==> src/rtl/mini_cpu_pkg.sv <==
// Shared types and instruction field layout for the mini_cpu slice.
// Word format: [15:12] opcode, [11:8] funct, [7:4] rs, [3:0] rd.
package mini_cpu_pkg;

  localparam int DATA_W  = 16;
  localparam int FLD_W   = 4;
  localparam int OPC_LSB = 12;
  localparam int FN_LSB  = 8;
  localparam int RS_LSB  = 4;
  localparam int RD_LSB  = 0;

  typedef enum logic [3:0] {
    OP_ALU  = 4'h0,
    OP_JMP  = 4'h1,
    OP_BEQZ = 4'h2,
    OP_LDI  = 4'h3,
    OP_HALT = 4'hF
  } opcode_e;

  typedef enum logic [3:0] {
    FN_ADD = 4'h0,
    FN_SUB = 4'h1,
    FN_MOV = 4'h2,
    FN_AND = 4'h3,
    FN_OR  = 4'h4,
    FN_XOR = 4'h5
  } funct_e;

  typedef enum logic [1:0] {
    FETCH = 2'd0,
    EXEC  = 2'd1,
    HALT  = 2'd2
  } state_e;

  // funct 6..F are NOPs and must leave registers and flags untouched
  function automatic logic alu_writes(input logic [3:0] fn);
    return (fn <= FN_XOR);
  endfunction

endpackage

==> src/rtl/mini_cpu_alu.sv <==
// Combinational ALU: result = a op b, where a is R[rd] and b is R[rs].
// carry is the ADD carry-out or the SUB borrow; zero flags a zero result.
module mini_cpu_alu
  import mini_cpu_pkg::*;
(
  input  logic [15:0] a,
  input  logic [15:0] b,
  input  logic [3:0]  funct,
  output logic [15:0] result,
  output logic        carry,
  output logic        zero
);

  logic [DATA_W:0] wide;

  // a 17-bit subtract leaves the borrow in the top bit when a < b
  always_comb begin
    wide = '0;
    case (funct)
      FN_ADD:  wide = {1'b0, a} + {1'b0, b};
      FN_SUB:  wide = {1'b0, a} - {1'b0, b};
      FN_MOV:  wide = {1'b0, b};
      FN_AND:  wide = {1'b0, a & b};
      FN_OR:   wide = {1'b0, a | b};
      FN_XOR:  wide = {1'b0, a ^ b};
      default: wide = {1'b0, a};
    endcase
    result = wide[DATA_W-1:0];
    carry  = wide[DATA_W];
    zero   = (wide[DATA_W-1:0] == '0);
  end

endmodule

==> src/rtl/mini_cpu.sv <==
// Multi-cycle 16-bit CPU: FETCH latches the opcode word, EXEC consumes the
// optional immediate at the incremented pc, HALT is absorbing until reset.
module mini_cpu
  import mini_cpu_pkg::*;
#(
  parameter int          NREGS    = 16,
  parameter logic [15:0] RESET_PC = 16'h0000
) (
  input  logic        clk,
  input  logic        rst,
  output logic [15:0] pc,
  output logic [7:0]  mem_addr,
  input  logic [15:0] mem_rdata,
  output logic        halted,
  input  logic [3:0]  dbg_sel,
  output logic [15:0] dbg_data
);

  state_e      state;
  logic [15:0] ir;
  logic [15:0] regs [NREGS];
  logic        z_flag;
  logic        c_flag;

  logic [3:0]  opc;
  logic [3:0]  fn;
  logic [3:0]  rs;
  logic [3:0]  rd;
  logic [15:0] alu_res;
  logic        alu_c;
  logic        alu_z;

  assign opc      = ir[OPC_LSB +: FLD_W];
  assign fn       = ir[FN_LSB  +: FLD_W];
  assign rs       = ir[RS_LSB  +: FLD_W];
  assign rd       = ir[RD_LSB  +: FLD_W];
  assign mem_addr = pc[7:0];
  assign dbg_data = regs[dbg_sel];

  mini_cpu_alu u_alu (
    .a      (regs[rd]),
    .b      (regs[rs]),
    .funct  (fn),
    .result (alu_res),
    .carry  (alu_c),
    .zero   (alu_z)
  );

  always_ff @(posedge clk or posedge rst) begin
    if (rst) begin
      state  <= FETCH;
      pc     <= RESET_PC;
      ir     <= '0;
      halted <= 1'b0;
      z_flag <= 1'b0;
      c_flag <= 1'b0;
      for (int i = 0; i < NREGS; i++) regs[i] <= '0;
    end else begin
      case (state)
        FETCH: begin
          ir    <= mem_rdata;
          pc    <= pc + 16'd1;
          state <= EXEC;
        end
        EXEC: begin
          state <= FETCH;
          // in EXEC, mem_rdata is the word after the opcode (the immediate)
          case (opc)
            OP_ALU: begin
              if (alu_writes(fn)) begin
                regs[rd] <= alu_res;
                z_flag   <= alu_z;
                if (fn == FN_ADD || fn == FN_SUB) c_flag <= alu_c;
              end
            end
            OP_JMP:  pc <= mem_rdata;
            OP_BEQZ: pc <= (regs[rd] == '0) ? mem_rdata : pc + 16'd1;
            OP_LDI: begin
              regs[rd] <= mem_rdata;
              pc       <= pc + 16'd1;
            end
            OP_HALT: begin
              state  <= HALT;
              halted <= 1'b1;
            end
            default: ;
          endcase
        end
        HALT:    ;
        default: state <= FETCH;
      endcase
    end
  end

endmodule

==> config.mk <==
export PLATFORM = sky130hd
export DESIGN_NAME = mini_cpu
export DESIGN_NICKNAME = d
export VERILOG_FILES = /design/src/rtl/mini_cpu_pkg.sv /design/src/rtl/mini_cpu_alu.sv /design/src/rtl/mini_cpu.sv
export SDC_FILE = /design/constraint.sdc
export NUM_CORES = 1
export LEC_CHECK = 0
export BUFFER_PORTS_ARGS = -buffer_cell sky130_fd_sc_hd__buf_2
export CAP_MARGIN = 5
export CORE_MARGIN = 2
export CORE_UTILIZATION = 55
export DETAILED_ROUTE_END_ITERATION = 7
export GPL_ROUTABILITY_DRIVEN = 0
export GPL_TIMING_DRIVEN = 0
export HOLD_SLACK_MARGIN = 0.05
export PLACE_DENSITY = 0.68
export SLEW_MARGIN = 20
export SYNTH_ARGS = -nofsm -noshare
export SYNTH_HDL_FRONTEND = slang
export SYNTH_SLANG_ARGS = --single-unit
==> constraint.sdc <==
create_clock -name clk -period 19.77 [get_ports clk]
set_input_delay 1.977 -clock clk [delete_from_list [all_inputs] [get_ports clk]]
set_output_delay 1.977 -clock clk [all_outputs]
set_load 0.03 [all_outputs]
After elaboration in Yosys (flattened, before gate mapping)
Index checks and enable logic that the tools add are counted.
W data, S select, Z words.
{"block": "word_totals", "ff_bits": 291, "out_inout_bits": 41, "wordCells": 78}
{"block": "classes", "add_sub_neg": 3, "magnitude_cmp": 5, "n_eq_ne": 13, "n_mux": 21, "bitwise": 6, "reduce_logical": 10}
{"op": "$bwmux W256", "count": 2}
{"op": "$pmux W256 S2", "count": 1}
{"op": "$mux W256", "count": 1}
{"op": "$bmux W16 S4", "count": 3}
{"op": "$mux W16", "count": 8}
{"op": "$pmux W16 S6", "count": 1}
{"op": "$demux W16 S4", "count": 1}
{"op": "$pmux W16 S3", "count": 1}
{"op": "$pmux W16 S2", "count": 1}
{"op": "$add A16 B1 Y16 const B", "count": 1}
{"op": "$add A16 B16 Y16", "count": 1}
{"op": "$and A16 B16 Y16", "count": 1}
{"op": "$eq A4 B2 Y1 const B", "count": 4}
{"op": "$logic_not A16 Y1", "count": 1}
{"op": "$or A16 B16 Y16", "count": 1}
{"op": "$sub A16 B16 Y16", "count": 1}
{"op": "$xor A16 B16 Y16", "count": 1}
{"op": "$ge A5 B5 Y1 const B", "count": 3}
{"op": "$not A4 Y5", "count": 3}
{"op": "$eq A4 B1 Y1 const B", "count": 2}
{"op": "$eq A4 B3 Y1 const B", "count": 2}
{"op": "$logic_not A4 Y1", "count": 2}
{"op": "$pmux W2 S3", "count": 1}
{"op": "$lt A5 B1 Y1 const B", "count": 1}
{"op": "other kinds (12)", "count": 14}

Longest topological paths before layout
{"block": "depth", "word_depth": 9, "mapped_depth": 23}

By module
From an unflattened synthesis, not the netlist that was laid out.
{"block": "unflattened", "cells_unflattened": 1756, "hier_area_um2": 19321.0}
{"mod": "mini_cpu", "instances": 1, "cells_each": 1418, "area_per_inst_um2": 16906.2, "seq_area_each_um2": 7282.0}
{"mod": "mini_cpu_alu", "instances": 1, "cells_each": 338, "area_per_inst_um2": 2414.8, "seq_area_each_um2": 0.0}

Worst setup path after synthesis
OpenSTA, ideal clock, no wires.
{"block": "synth_timing", "kind": "input-to-output", "start": "input port dbg_sel[1]", "end": "output port dbg_data[0]", "arrival_time_ns": 4.198, "setup_slack_ns": 13.595, "cell_stages": 5, "path_buffers": 3, "cell_sequence": "clkbuf_1 clkbuf_1 clkbuf_1 mux4_2 mux4_2"}
{"block": "synth_via", "elab_chain_len": 4}
{"item": "from (decl)", "line": "mini_cpu.sv:15", "source": "input logic [3:0] dbg_sel,"}
{"item": "$not A4 Y5 (not written as such)", "line": "mini_cpu.sv:38", "source": "assign dbg_data = regs[dbg_sel];"}
{"item": "$bmux W16 S4", "line": "mini_cpu.sv:38"}
{"item": "$mux W16 (not written as such) (2 in series)", "line": "mini_cpu.sv:38"}
{"item": "to (decl)", "line": "mini_cpu.sv:16", "source": "output logic [15:0] dbg_data"}
Every way passes these cells. The select of a mux whose other input is x is not followed.

Worst setup path after layout
{"block": "layout_timing", "start": "input port dbg_sel[0]", "end": "output port dbg_data[10]"}
Same word-level chain as after synthesis.

==> qor.txt <==
kind of critical path - in -> out
worst r2r src - ir[7]
CTS tree - done
final worst path period share - 37.00%
H-tree levels - 2
area grow syn2layout - 10.31%
I/O pin total - 63
Period minus WS final - 7316 ps
number of synthesized flops with an enable pin - 0
Pwr Density - 195.0 mW/mm^2
first-pass GRT wire length - 104.3 mm
Num CTS Buffers - 35
Die Y - 194.1 um
Synth Flop Type - dfrtp_1
largest net degree at the start of global routing - 91
fin util - 61.67%
Starting Density - 55.91%
Synth cell types - 80
r2r setup slk - 12740 ps
Final Hold Fails - 0
Setup WS post-layout - 12450 ps
max incr delay on CP - 880 ps
Vias/cell - 7.333
syn avg cell area - 12.07 um^2
HP Class - reg -> reg
post-route ant nets - 0
Worst path top cell family by delay - buffers and inverters
syn_nets - 1720
Pleak - 8.968 nW
Die Area - 0.03769 mm^2
ys async rst share - 100.0%
Critical Path Source - dbg_sel[0]
GR Overflow Total - 0
post_cts resized - 0
fin cells - 2226
postcts setup bufs - 0
Syn Std Cell Area - 0.01989 mm^2
final net count - 1820
CP cell instances - clkbuf_1 -> buf_2 -> clkbuf_1 -> mux4_2 -> mux4_2 -> buf_2
placed cells - 2172
drt total wl - 70.91 mm
sequential element share of the synthesized area - 36.62%
Ant. Diodes - 0
setup TNS - 0 ps
critical path capture point - dbg_data[10]
worst skew pair latency - 540 ps
crit path max fanout - 10
# DRC - 0
vias in the first global route - 15.79k
dpl ws - 12540 ps
r2r endpoint - regs[174]
DP Wirelength - 48.72 mm
initial antenna violation count - 0
Arr. time, crit path - 5340 ps
skew final - 13.43 ps
Total GRT Usage - 37.83%
Core Box Area - 0.03557 mm^2
Hold Buf Count CTS - 0
max-slew violation count - 0
average routed wire per standard cell - 31.86 um
Vias - 16.32k
most frequent cells in the layout - dfrtp_1 (291), mux4_2 (207), nand2_1 (172), mux2_2 (148), nor2_1 (120)
Synth Warn # - 0
maximum root-to-sink buffer count - 3
IO Port Bufs - 58
Buf/Inv on CP - 4
router iterations before antenna repair - 6
Core Rows - 69
Max Fclk - 136.7 MHz
Fillers - 2775
worst slew pin tran - 1275 ps
layout cells sized above 1 - 31.84%
final setup fails - 0
commonest non-fill, non-tap cell in the layout - dfrtp_1
Mapped Cells - 1648
Reg2Reg Depth - 18
Max stage delay cell, worst path - clkbuf_1
WP data required - 17790 ps
Yosys reg bits - 291
CTS Sinks - 291
crit end category - output port
RSZ-0062 raised after global routing - false
Levels on crit path - 6
DR iter-0 viols - 2398
clock root cell - clkbuf_16
maximum vdd ir drop - 0.1143 mV
WHS - 512.3 ps
status - complete, no violations
clock edge transition at the registers on the reported setup and hold paths - 60 ps
Slew headroom - 15.02%
Worst Setup Start Kind - input pin
chip width - 194.1 um
Max Cap Viol - 0
==> logic make-up (layout without fill, tap and decap cells) <==
logic type / count (synthesis) / count (layout) / share of synthesized area, %
simple gates: 399 / 399 / 9.180
mux: 380 / 380 / 34.57
compound gates: 301 / 301 / 10.19
flops: 291 / 291 / 36.62
buf+inv: 200 / 317 / 5.065
fa+ha+maj: 50 / 50 / 3.184
xor+xnor: 27 / 27 / 1.189
==> metrics by stage <==
| stage | cell area (um^2) | total power [W] |
|---|---|---|
| 6_report | 21940 | 0.004278 |
| 5_1_grt | 21940 | 0.004454 |
| 4_1_cts | 21930 | 0.004184 |
| 3_5_place_dp | 20870 | 0.003556 |
| 3_3_place_gp | 20750 | 0.003485 |
| 2_1_floorplan | 19890 | 0.002796 |
==> routing by layer <==
metal	GRT usage, %	vias up	wire (um)
li1	-	6502	-
met1	49.87	8187	25140
met2	55.86	1320	30850
met3	10.52	314	9441
met4	23.51	0	5482
met5	0	-	0
==> cells in the mapped netlist (all sizes together) (29+ instances only) <==
master / count / area share, %
dfrtp: 291 / 37
mux4: 225 / 26
nand2: 182 / 3.6
mux2: 150 / 8.5
nor2: 121 / 2.3
clkbuf: 91 / 1.8
a21oi: 76 / 1.9
o21ai: 64 / 1.6
inv: 56 / 1.1
buf: 51 / 2.1
ha: 49 / 3.1
a31oi: 39 / 1.2
a22oi: 29 / 1.1
==> power breakdown <==
part | switching (W) | total (W) | leakage, nW | internal, W
combinational | 0.00156 | 0.00260 | 5.00 | 0.00104
sequential | 0.000238 | 0.00106 | 3.44 | 0.000819
clock | 0.000259 | 0.000622 | 0.526 | 0.000364
==> state kept, by name, indices dropped and copies added (netlist names) <==
name / cells
halted: 1
ir: 16
pc: 16
regs: 256
state: 2
==> area by class of cell <==
| class | count | area (um^2) | share of cell area, % |
|---|---|---|---|
| Inverter | 56 | 220.2 | 1.004 |
| Clock buffer | 51 | 1049 | 4.780 |
| Clock inverter | 3 | 15.01 | 0.06845 |
| Buffer | 144 | 807.0 | 3.679 |
| Multi-Input combinational cell | 1157 | 11600 | 52.89 |
| Tap cell | 461 | 576.8 | 2.629 |
| Timing Repair Buffer | 63 | 385.4 | 1.757 |
| Sequential cell | 291 | 7282 | 33.20 |
==> how the worst min path moves through the flow <==
| stage | cells past startpoint | to | startpoint |
|---|---|---|---|
| 6_report | 1 | halted | halted |
| 5_1_grt | 1 | halted | halted |
| 4_1_cts | 1 | halted | halted |
| 3_5_place_dp | 1 | halted | halted |
| 3_3_place_gp | 1 | halted | halted |
| 2_1_floorplan | 2 | regs[209] | regs[209] |
Note: power is estimated with default switching activity, not from simulation.
